`src/rtl/fetch_pkg.sv`:
```
// Shared encodings for the instruction-fetch / IF/ID stage.
package fetch_pkg;

  localparam int unsigned STATE_W = 2;

  typedef enum logic [STATE_W-1:0] {
    S_BOOT  = 2'd0,
    S_RUN   = 2'd1,
    S_HOLD  = 2'd2,
    S_REDIR = 2'd3
  } fetch_state_e;

  localparam logic [31:0] NOP_INSTR = 32'h0000_0000;

endpackage

```
`src/rtl/pc_wrap_incr.sv`:
```
// Combinational PC increment that wraps modulo the instruction memory depth.
module pc_wrap_incr #(
  parameter int unsigned MEM_WORDS = 128
) (
  input  logic [$clog2(MEM_WORDS)-1:0] pc_i,
  output logic [$clog2(MEM_WORDS)-1:0] pc_inc_o
);

  localparam int unsigned AW = $clog2(MEM_WORDS);

  // MEM_WORDS is a power of two, so natural AW-bit overflow is the wrap.
  assign pc_inc_o = pc_i + AW'(1);

endmodule

```
`src/rtl/fetch_ifid_stage.sv`:
```
// Fetch front end: PC register, IF/ID latch and bubble-inserting FSM.
// Optional performance counters are built when FETCH_PERF_CNT_EN is defined.
module fetch_ifid_stage
  import fetch_pkg::*;
#(
  parameter int unsigned MEM_WORDS = 128,
  parameter int unsigned RESET_PC  = 0
) (
  input  logic               clk,
  input  logic               rst_n,
  input  logic [31:0]        instr_in,
  input  logic               stall,
  input  logic               flush,
  input  logic               branch_taken,
  input  logic [31:0]        branch_target,
  output logic [31:0]        pc_addr,
  output logic [31:0]        ifid_instr,
  output logic [31:0]        ifid_npc,
  output logic               ifid_valid,
  output logic [STATE_W-1:0] fetch_state,
  output logic [31:0]        fetch_cnt,
  output logic [31:0]        bubble_cnt
);

  localparam int unsigned AW = $clog2(MEM_WORDS);
  localparam logic [AW-1:0] ResetPc = AW'(RESET_PC);

  fetch_state_e  state_q, state_d;
  logic [AW-1:0] pc_q, pc_d, pc_inc;
  logic [AW-1:0] npc_q, npc_d;
  logic [31:0]   instr_q, instr_d;
  logic          valid_q, valid_d;
  logic          fetch_ev, bubble_ev;
  logic [AW-1:0] target;
  logic          unused_target_hi;

  assign target           = branch_target[AW-1:0];
  assign unused_target_hi = ^branch_target[31:AW];

  pc_wrap_incr #(
    .MEM_WORDS(MEM_WORDS)
  ) u_pc_incr (
    .pc_i    (pc_q),
    .pc_inc_o(pc_inc)
  );

  always_comb begin
    state_d   = state_q;
    pc_d      = pc_q;
    npc_d     = npc_q;
    instr_d   = instr_q;
    valid_d   = valid_q;
    fetch_ev  = 1'b0;
    bubble_ev = 1'b0;
    unique case (state_q)
      S_BOOT: begin
        instr_d   = NOP_INSTR;
        valid_d   = 1'b0;
        bubble_ev = 1'b1;
        state_d   = S_RUN;
      end
      S_RUN, S_HOLD: begin
        if (branch_taken) begin
          pc_d      = target;
          instr_d   = NOP_INSTR;
          valid_d   = 1'b0;
          bubble_ev = 1'b1;
          state_d   = S_REDIR;
        end else if (flush) begin
          instr_d   = NOP_INSTR;
          valid_d   = 1'b0;
          bubble_ev = 1'b1;
          state_d   = S_RUN;
        end else if (stall) begin
          state_d   = S_HOLD;
        end else begin
          instr_d   = instr_in;
          npc_d     = pc_inc;
          valid_d   = 1'b1;
          pc_d      = pc_inc;
          fetch_ev  = 1'b1;
          state_d   = S_RUN;
        end
      end
      S_REDIR: begin
        // IF/ID is already a bubble here, so stall and flush have nothing to act on.
        instr_d   = NOP_INSTR;
        valid_d   = 1'b0;
        bubble_ev = 1'b1;
        if (branch_taken) begin
          pc_d    = target;
          state_d = S_REDIR;
        end else begin
          state_d = S_RUN;
        end
      end
      default: state_d = S_BOOT;
    endcase
  end

  always_ff @(posedge clk) begin
    if (!rst_n) begin
      state_q <= S_BOOT;
      pc_q    <= ResetPc;
      npc_q   <= '0;
      instr_q <= NOP_INSTR;
      valid_q <= 1'b0;
    end else begin
      state_q <= state_d;
      pc_q    <= pc_d;
      npc_q   <= npc_d;
      instr_q <= instr_d;
      valid_q <= valid_d;
    end
  end

  assign pc_addr     = 32'(pc_q);
  assign ifid_instr  = instr_q;
  assign ifid_npc    = 32'(npc_q);
  assign ifid_valid  = valid_q;
  assign fetch_state = state_q;

`ifdef FETCH_PERF_CNT_EN
  logic [31:0] fetch_cnt_q, bubble_cnt_q;

  always_ff @(posedge clk) begin
    if (!rst_n) begin
      fetch_cnt_q  <= '0;
      bubble_cnt_q <= '0;
    end else begin
      if (fetch_ev && (fetch_cnt_q != 32'hFFFF_FFFF)) begin
        fetch_cnt_q <= fetch_cnt_q + 32'd1;
      end
      if (bubble_ev && (bubble_cnt_q != 32'hFFFF_FFFF)) begin
        bubble_cnt_q <= bubble_cnt_q + 32'd1;
      end
    end
  end

  assign fetch_cnt  = fetch_cnt_q;
  assign bubble_cnt = bubble_cnt_q;
`else
  logic unused_ev;
  assign unused_ev  = fetch_ev ^ bubble_ev;
  assign fetch_cnt  = '0;
  assign bubble_cnt = '0;
`endif

endmodule

```
`config.mk`:
```
export PLATFORM = sky130hd
export DESIGN_NAME = fetch_ifid_stage
export DESIGN_NICKNAME = d
export VERILOG_FILES = /design/src/rtl/fetch_pkg.sv /design/src/rtl/pc_wrap_incr.sv /design/src/rtl/fetch_ifid_stage.sv
export SDC_FILE = /design/constraint.sdc
export NUM_CORES = 1
export LEC_CHECK = 0
export CAP_MARGIN = 20
export CELL_PAD_IN_SITES_DETAIL_PLACEMENT = 1
export CELL_PAD_IN_SITES_GLOBAL_PLACEMENT = 2
export CORE_ASPECT_RATIO = 1.4
export CORE_MARGIN = 2
export CORE_UTILIZATION = 17
export CTS_CLUSTER_SIZE = 12
export DETAILED_ROUTE_END_ITERATION = 12
export GPL_TIMING_DRIVEN = 0
export PLACE_DENSITY = 0.88
export REMOVE_ABC_BUFFERS = 1
export SLEW_MARGIN = 20
export SYNTH_ARGS = -nofsm -noshare
export SYNTH_HDL_FRONTEND = slang
export SYNTH_SLANG_ARGS = --single-unit
export TNS_END_PERCENT = 20
```
`constraint.sdc`:
```
create_clock -name clk -period 2.1 [get_ports clk]
set_clock_uncertainty 0.15 [all_clocks]
set_input_delay 0.525 -clock clk [delete_from_list [all_inputs] [get_ports clk]]
set_output_delay 0.525 -clock clk [all_outputs]
set_load 0.03 [all_outputs]
```
==> run_results.csv <==
group,metric,value,unit
run_status,status,"finished, violations left",
run_status,violations,"setup timing",
synth,yosysWarnings,0,
global_routing,first_global_vias,2167,
routing,drcViolationCount,0,
synth,synth.largest_area_cell,"dfxtp_1",
power_and_ir_drop,vdd_drop_max,306,µV
final_layout,final_nets,475,
routing,avgRoutedWirePerCell,12.5,µm
global_routing,grt_use_total,0.0805,
global_routing,antenna_found_initial,0,
worst_setup_path,crit_required,2.19,ns
sta,setup_slack,-0.0803,ns
clock_tree,insertion_delay,0.29,ns
power_and_ir_drop,power_density,651,nW/µm²
synth,ys_top_cells_by_area,"dfxtp_1 (34%), buf_4 (31%), a22oi_1 (8.4%), nor2b_1 (7.2%), nand3_1 (2.1%)",
final_layout,drive_above_1_share,0.0373,
sta,slew_headroom,0.432,
power_and_ir_drop,power_frac_seq,0.410,
worst_setup_path,path_class,"in -> reg",
final_layout,fin_util,0.222,
place,placed_cells,599,
die,rows,56,
clock_tree,cts_tree,"built",
synth,synth_area,2870,µm²
sta,worstMarginPinSlew,0.851,ns
power_and_ir_drop,p_sw_frac,0.349,
worst_setup_path,crit_arrival,2.27,ns
die,die_area,18000,µm²
min_path,hold_path_class,"reg -> reg",
worst_setup_path,crit_path_max_fanout,23,
clock_tree,cts_max_level,2,
sta,hold_violations,0,
flow_run,max-cap-violations,0,
sta,finalMaxSlewViolations,0,
synth,ys_ff_latch,49,
worst_setup_path,path_cells,"clkdlybuf4s50_1 > nor3b_2 > and2_4 > buf_16 > mux2i_1 > and2_1",
sta,finalCritPeriodShare,1.04,
power_and_ir_drop,pwr-share-clk,0.325,
global_routing,grt_remaining_overflow,0,
sta,rsz0062_at_grt,"true",
routing,first_pass_iters,4,
sta,final-setup-viol-count,14,
die,io_pins,232,
synth,synthCells,320,
power_and_ir_drop,combinationalPowerShare,0.265,
final_layout,final_common_cell,"conb_1",
die,core_area,16700,µm²
sta,min_period,2.18,ns
clock_tree,cts-root-buf,"clkbuf_16",
final_layout,area_growth,28.9,%
worst_setup_path,max_stage_delay,0.54,ns
global_routing,grt_start_max_net_pins,36,
global_routing,grt_pass1_wl,11200,µm
sta,fmax,459,MHz
routing,detail-route-antenna-nets,0,
worst_setup_path,endpoint_kind,"flop",
clock_tree,clkTransAtPathRegs,0.07,ns
power_and_ir_drop,power.switching,0.000841,W
clock_tree,clk_path_buf_depth,2,
synth,synthDistinctLibCells,32,
final_layout,layout_common_cells,"conb_1 (114), clkdlybuf4s50_1 (83), dfxtp_1 (49), nor2b_1 (33), a22oi_1 (32)",
clock_tree,clock_sinks,49,
routing,first_iter_violations,89,
power_and_ir_drop,p_int,0.00157,W
synth,synth_top_area_frac,0.342,
die,fp.dieH,158,µm
place,place.port_buffers,92,
sta,hold_ws,0.353,ns
routing,route.vias.total,2174,
die,die_w,114,µm
place,place_congestion,0.661,
final_layout,diodes,0,
die,start_util,0.172,
worst_setup_path,start_kind,"input pin",
final_layout,fill_cells,1975,
power_and_ir_drop,total_power,0.00241,W
synth,syn_area_per_cell,8.97,µm²
final_layout,fin_cells,605,
clock_tree,cts_buffers,5,
place,hpwl,5820,µm
worst_setup_path,slowest_stage,"clkdlybuf4s50_1",
routing,wirelength,7540,µm
synth,yosysSeqAreaShare,0.342,
power_and_ir_drop,leakagePower,1.56,nW
routing,viasPerCell,3.59,
power by group through the flow:
stage	clock (W)	sequential [W]	combinational, W
5_1_grt	0.000874	0.000993	0.000685
3_5_place_dp	0	0.00101	0.000642
2_1_floorplan	0	0.00106	0.000376
3_3_place_gp	0	0.00101	0.000625
4_1_cts	0.000843	0.000988	0.000639
6_report	0.000784	0.000988	0.000639
synth_stat cells:
cell / instances
a21oi_1: 3
nor2_1: 4
o22ai_1: 1
a31o_2: 2
a211oi_1: 2
dfxtp_1: 49
or2_2: 1
o211ai_1: 1
and3_1: 1
o31a_1: 2
inv_1: 4
a22oi_1: 32
buf_4: 119
mux2i_1: 2
o21ai_0: 8
o221ai_1: 2
conb_1: 1
xor2_1: 4
and2_1: 3
ha_1: 3
buf_8: 1
nor2b_1: 33
o22a_1: 1
buf_2: 4
nand3_1: 12
nand2_1: 6
nor3b_2: 1
nand2b_1: 3
clkbuf_1: 7
nor3_1: 1
o211a_1: 6
nand3b_1: 1
cell families (layout without fill, tap and decap cells):
family / count (synthesis) / after routing / synth area share
adders and majority gates: 3 / 3 / 0.0131
other: 1 / 114 / 0.00131
buffers and inverters: 135 / 104 / 0.338
DFF: 49 / 49 / 0.342
muxes: 2 / 2 / 0.00697
xor gates and xnor gates: 4 / 4 / 0.0122
and+or+nand+nor: 66 / 66 / 0.132
AOI/OAI and AO/OA: 60 / 60 / 0.155
final timing paths:
path	start	to	slack [ns]	depth (start not counted)
setup / recovery	branch_taken	npc_q[0]$_SDFFE_PN0P_	-0.08	6
hold / removal	npc_q[2]$_SDFFE_PN0P_	npc_q[2]$_SDFFE_PN0P_	0.35	1
setup reg to reg	fetch_state[0]$_SDFF_PN0_	npc_q[0]$_SDFFE_PN0P_	-0.08	7
hold reg to reg	npc_q[2]$_SDFFE_PN0P_	npc_q[2]$_SDFFE_PN0P_	0.35	1
critical path: cells and delay by family:
family	cells	cell delay, ns
buf+inv	2	0.75
simple gates	3	0.79
mux	1	0.19
per-stage QoR:
step                      cell area [µm²]  TNS (ns)  setup slack [ns]
final                                3700    -0.441           -0.0803
after global routing                 3700     -6.21            -0.264
after CTS                            3690    -0.863           -0.0990
after detailed placement             3570    -20.30            -0.579
after global placement               3520    -58.21             -1.43
after floorplan                      2340    -16.77            -0.476
cell type report:
class,instances,area [µm²],area share
Multi-Input combinational cell,249,1350,0.365
Inverter,4,15.0,0.00406
Clock buffer,5,125,0.0338
Tap cell,203,254,0.0686
Sequential cell,49,981,0.265
Clock inverter,1,5.00,0.00135
Timing Repair Buffer,94,972,0.263
layer usage:
metal  GRT usage  up-vias  routed length, µm
met2       0.164      154               4010
li1            -     1009                  -
met4      0.0238        0                112
met3      0.0249        9                773
met5           0        -                  0
met1      0.0755     1002               2650
sequential cells by signal, indices dropped and copies added, names as in the netlist:
name	flops
ifid_instr	32
npc_q	7
pc_q	7
fetch_state	2
ifid_valid	1
what timing repair did:
action                                 in CTS  in global routing
setup endpoints to repair                  47                 48
hold buffers                                0                  0
gates resized for setup                     7                  3
pin swaps                                   0                  0
setup buffers                               0                  0
endpoints found under the hold margin       0                  0
Note: power is estimated with default switching activity, not from simulation.
==> RTL edit: new RTL, same flow settings <==
Add an input register stage for `branch_target`, cleared by the reset; this delays it by one clock. The other inputs are not delayed to match.
--- a/src/rtl/fetch_ifid_stage.sv
+++ b/src/rtl/fetch_ifid_stage.sv
@@ -25,6 +25,16 @@
   localparam int unsigned AW = $clog2(MEM_WORDS);
   localparam logic [AW-1:0] ResetPc = AW'(RESET_PC);
 
+  logic [31:0] branch_target_q;
+
+  always_ff @(posedge clk) begin
+    if (!rst_n) begin
+      branch_target_q <= '0;
+    end else begin
+      branch_target_q <= branch_target;
+    end
+  end
+
   fetch_state_e  state_q, state_d;
   logic [AW-1:0] pc_q, pc_d, pc_inc;
   logic [AW-1:0] npc_q, npc_d;
@@ -34,8 +44,8 @@
   logic [AW-1:0] target;
   logic          unused_target_hi;
 
-  assign target           = branch_target[AW-1:0];
-  assign unused_target_hi = ^branch_target[31:AW];
+  assign target           = branch_target_q[AW-1:0];
+  assign unused_target_hi = ^branch_target_q[31:AW];
 
   pc_wrap_incr #(
     .MEM_WORDS(MEM_WORDS)
Check against the original RTL: not equivalent (a bounded check fails within 4 cycles, from zero or initial values and one cycle with rst_n low).
==> RTL edit against the unedited design <==
Total power grew 10%. Non-clock buffer count grew 3. Cell area grew 9.0%. Sequential cell count grew 7. Global-route usage grew 0.63 points. Count of clock-buffer cells in the layout grew 3. Via count grew 5.1%. Setup slack gained 0.17 ns. Synthesized area grew 6.4%. Cell count grew 9.8%. Routed wire length grew 14%. Sequential power grew 13%. Largest cell class unchanged. Highest routed layer unchanged.
==> RTL edit: results (changes against the unedited design) <==
[outcome]
status=completed

[route]
drtIter0Drc=53  ; -40%
wirelength_um=8570  ; +14%
vias=2285  ; +5.1%

[worst_setup_path]
crit_fanout=2  ; -91%
crit_family=buffers and inverters
cpPeakStageDelay_ns=0.71  ; +0.17 ns
cp_data_arrival_time_ns=1.33  ; -0.94 ns

[pwr]
vdd_drop_max_mv=0.273  ; -11%
p_leak_nw=1.68  ; +7.6%

[timing]
slew_headroom_pct=66.0  ; +23 points

[grt]
grt_max_degree=35  ; -2.8%
grt_first_pass_wirelength_um=12500  ; +12%
grt_pass1_vias=2203  ; +1.7%

[synth]
synth_fa_ha_area_share_pct=1.23  ; -0.079 points
synthTopCellsByCount=119 x buf_4, 56 x dfxtp_1, 33 x nor2b_1
avgSynthCellArea_sq_um=9.15  ; +1.9%
synth-compound-area-share_pct=14.6  ; -0.93 points
synth_async_sr_flop_share_pct=0  ; unchanged
synth_xor_xnor_area_share_pct=1.15  ; -0.073 points
synth_area_leaders=dfxtp_1 37%, buf_4 29%, a22oi_1 7.9%
ys_seq_area_share_pct=36.7  ; +2.5 points

[place]
placed_area_sq_um=3800  ; +6.5%
dp_cells=650  ; +8.5%
dp_slack_ns=-0.583  ; -0.00419 ns
gp_congestion=0.662  ; +0.15%
dp_hpwl_um=5820  ; about the same

[final_layout]
finalNetCount=495  ; +4.2%
drive_above_1_share_pct=5.90  ; +2.2 points

[cts]
postCtsSetupBuffers=3  ; +3

==> RTL edit: cell types whose count changed after synthesis, sizes merged <==
cell	before	now
and2	3	10
dfxtp	49	56
==> RTL edit: cell type report <==
type	count	area, sq um
fillers	2117	13700
flip-flops and latches	56	1120
well taps	240	300
repair buffers	97	1000
clock buffers	8	146
multi-input cells	259	1450
inverters	4	15.0
==> RTL edit: metal layers <==
metal  part of all wire [%]  global-route usage (%)  vias up
met5                      0                       0        -
met4                    1.1                    2.63        0
met2                     53                    17.3      143
met1                     35                    7.95     1063
li1                       -                       -     1072
met3                     10                    3.61        7
==> RTL edit: worst paths after layout <==
path	endpoint	slack, ns	start
max	ifid_npc[6]	0.09	npc_q[6]
min	npc_q[2]	0.35	npc_q[2]
max reg2reg	npc_q[0]	0.18	fetch_state[0]
min reg2reg	npc_q[2]	0.35	npc_q[2]
==> RTL edit: power by group <==
group          switching, mW  total, mW  internal (mW)
sequential            0.0268       1.12           1.10
clock                  0.393      0.871          0.478
combinational          0.466      0.662          0.196
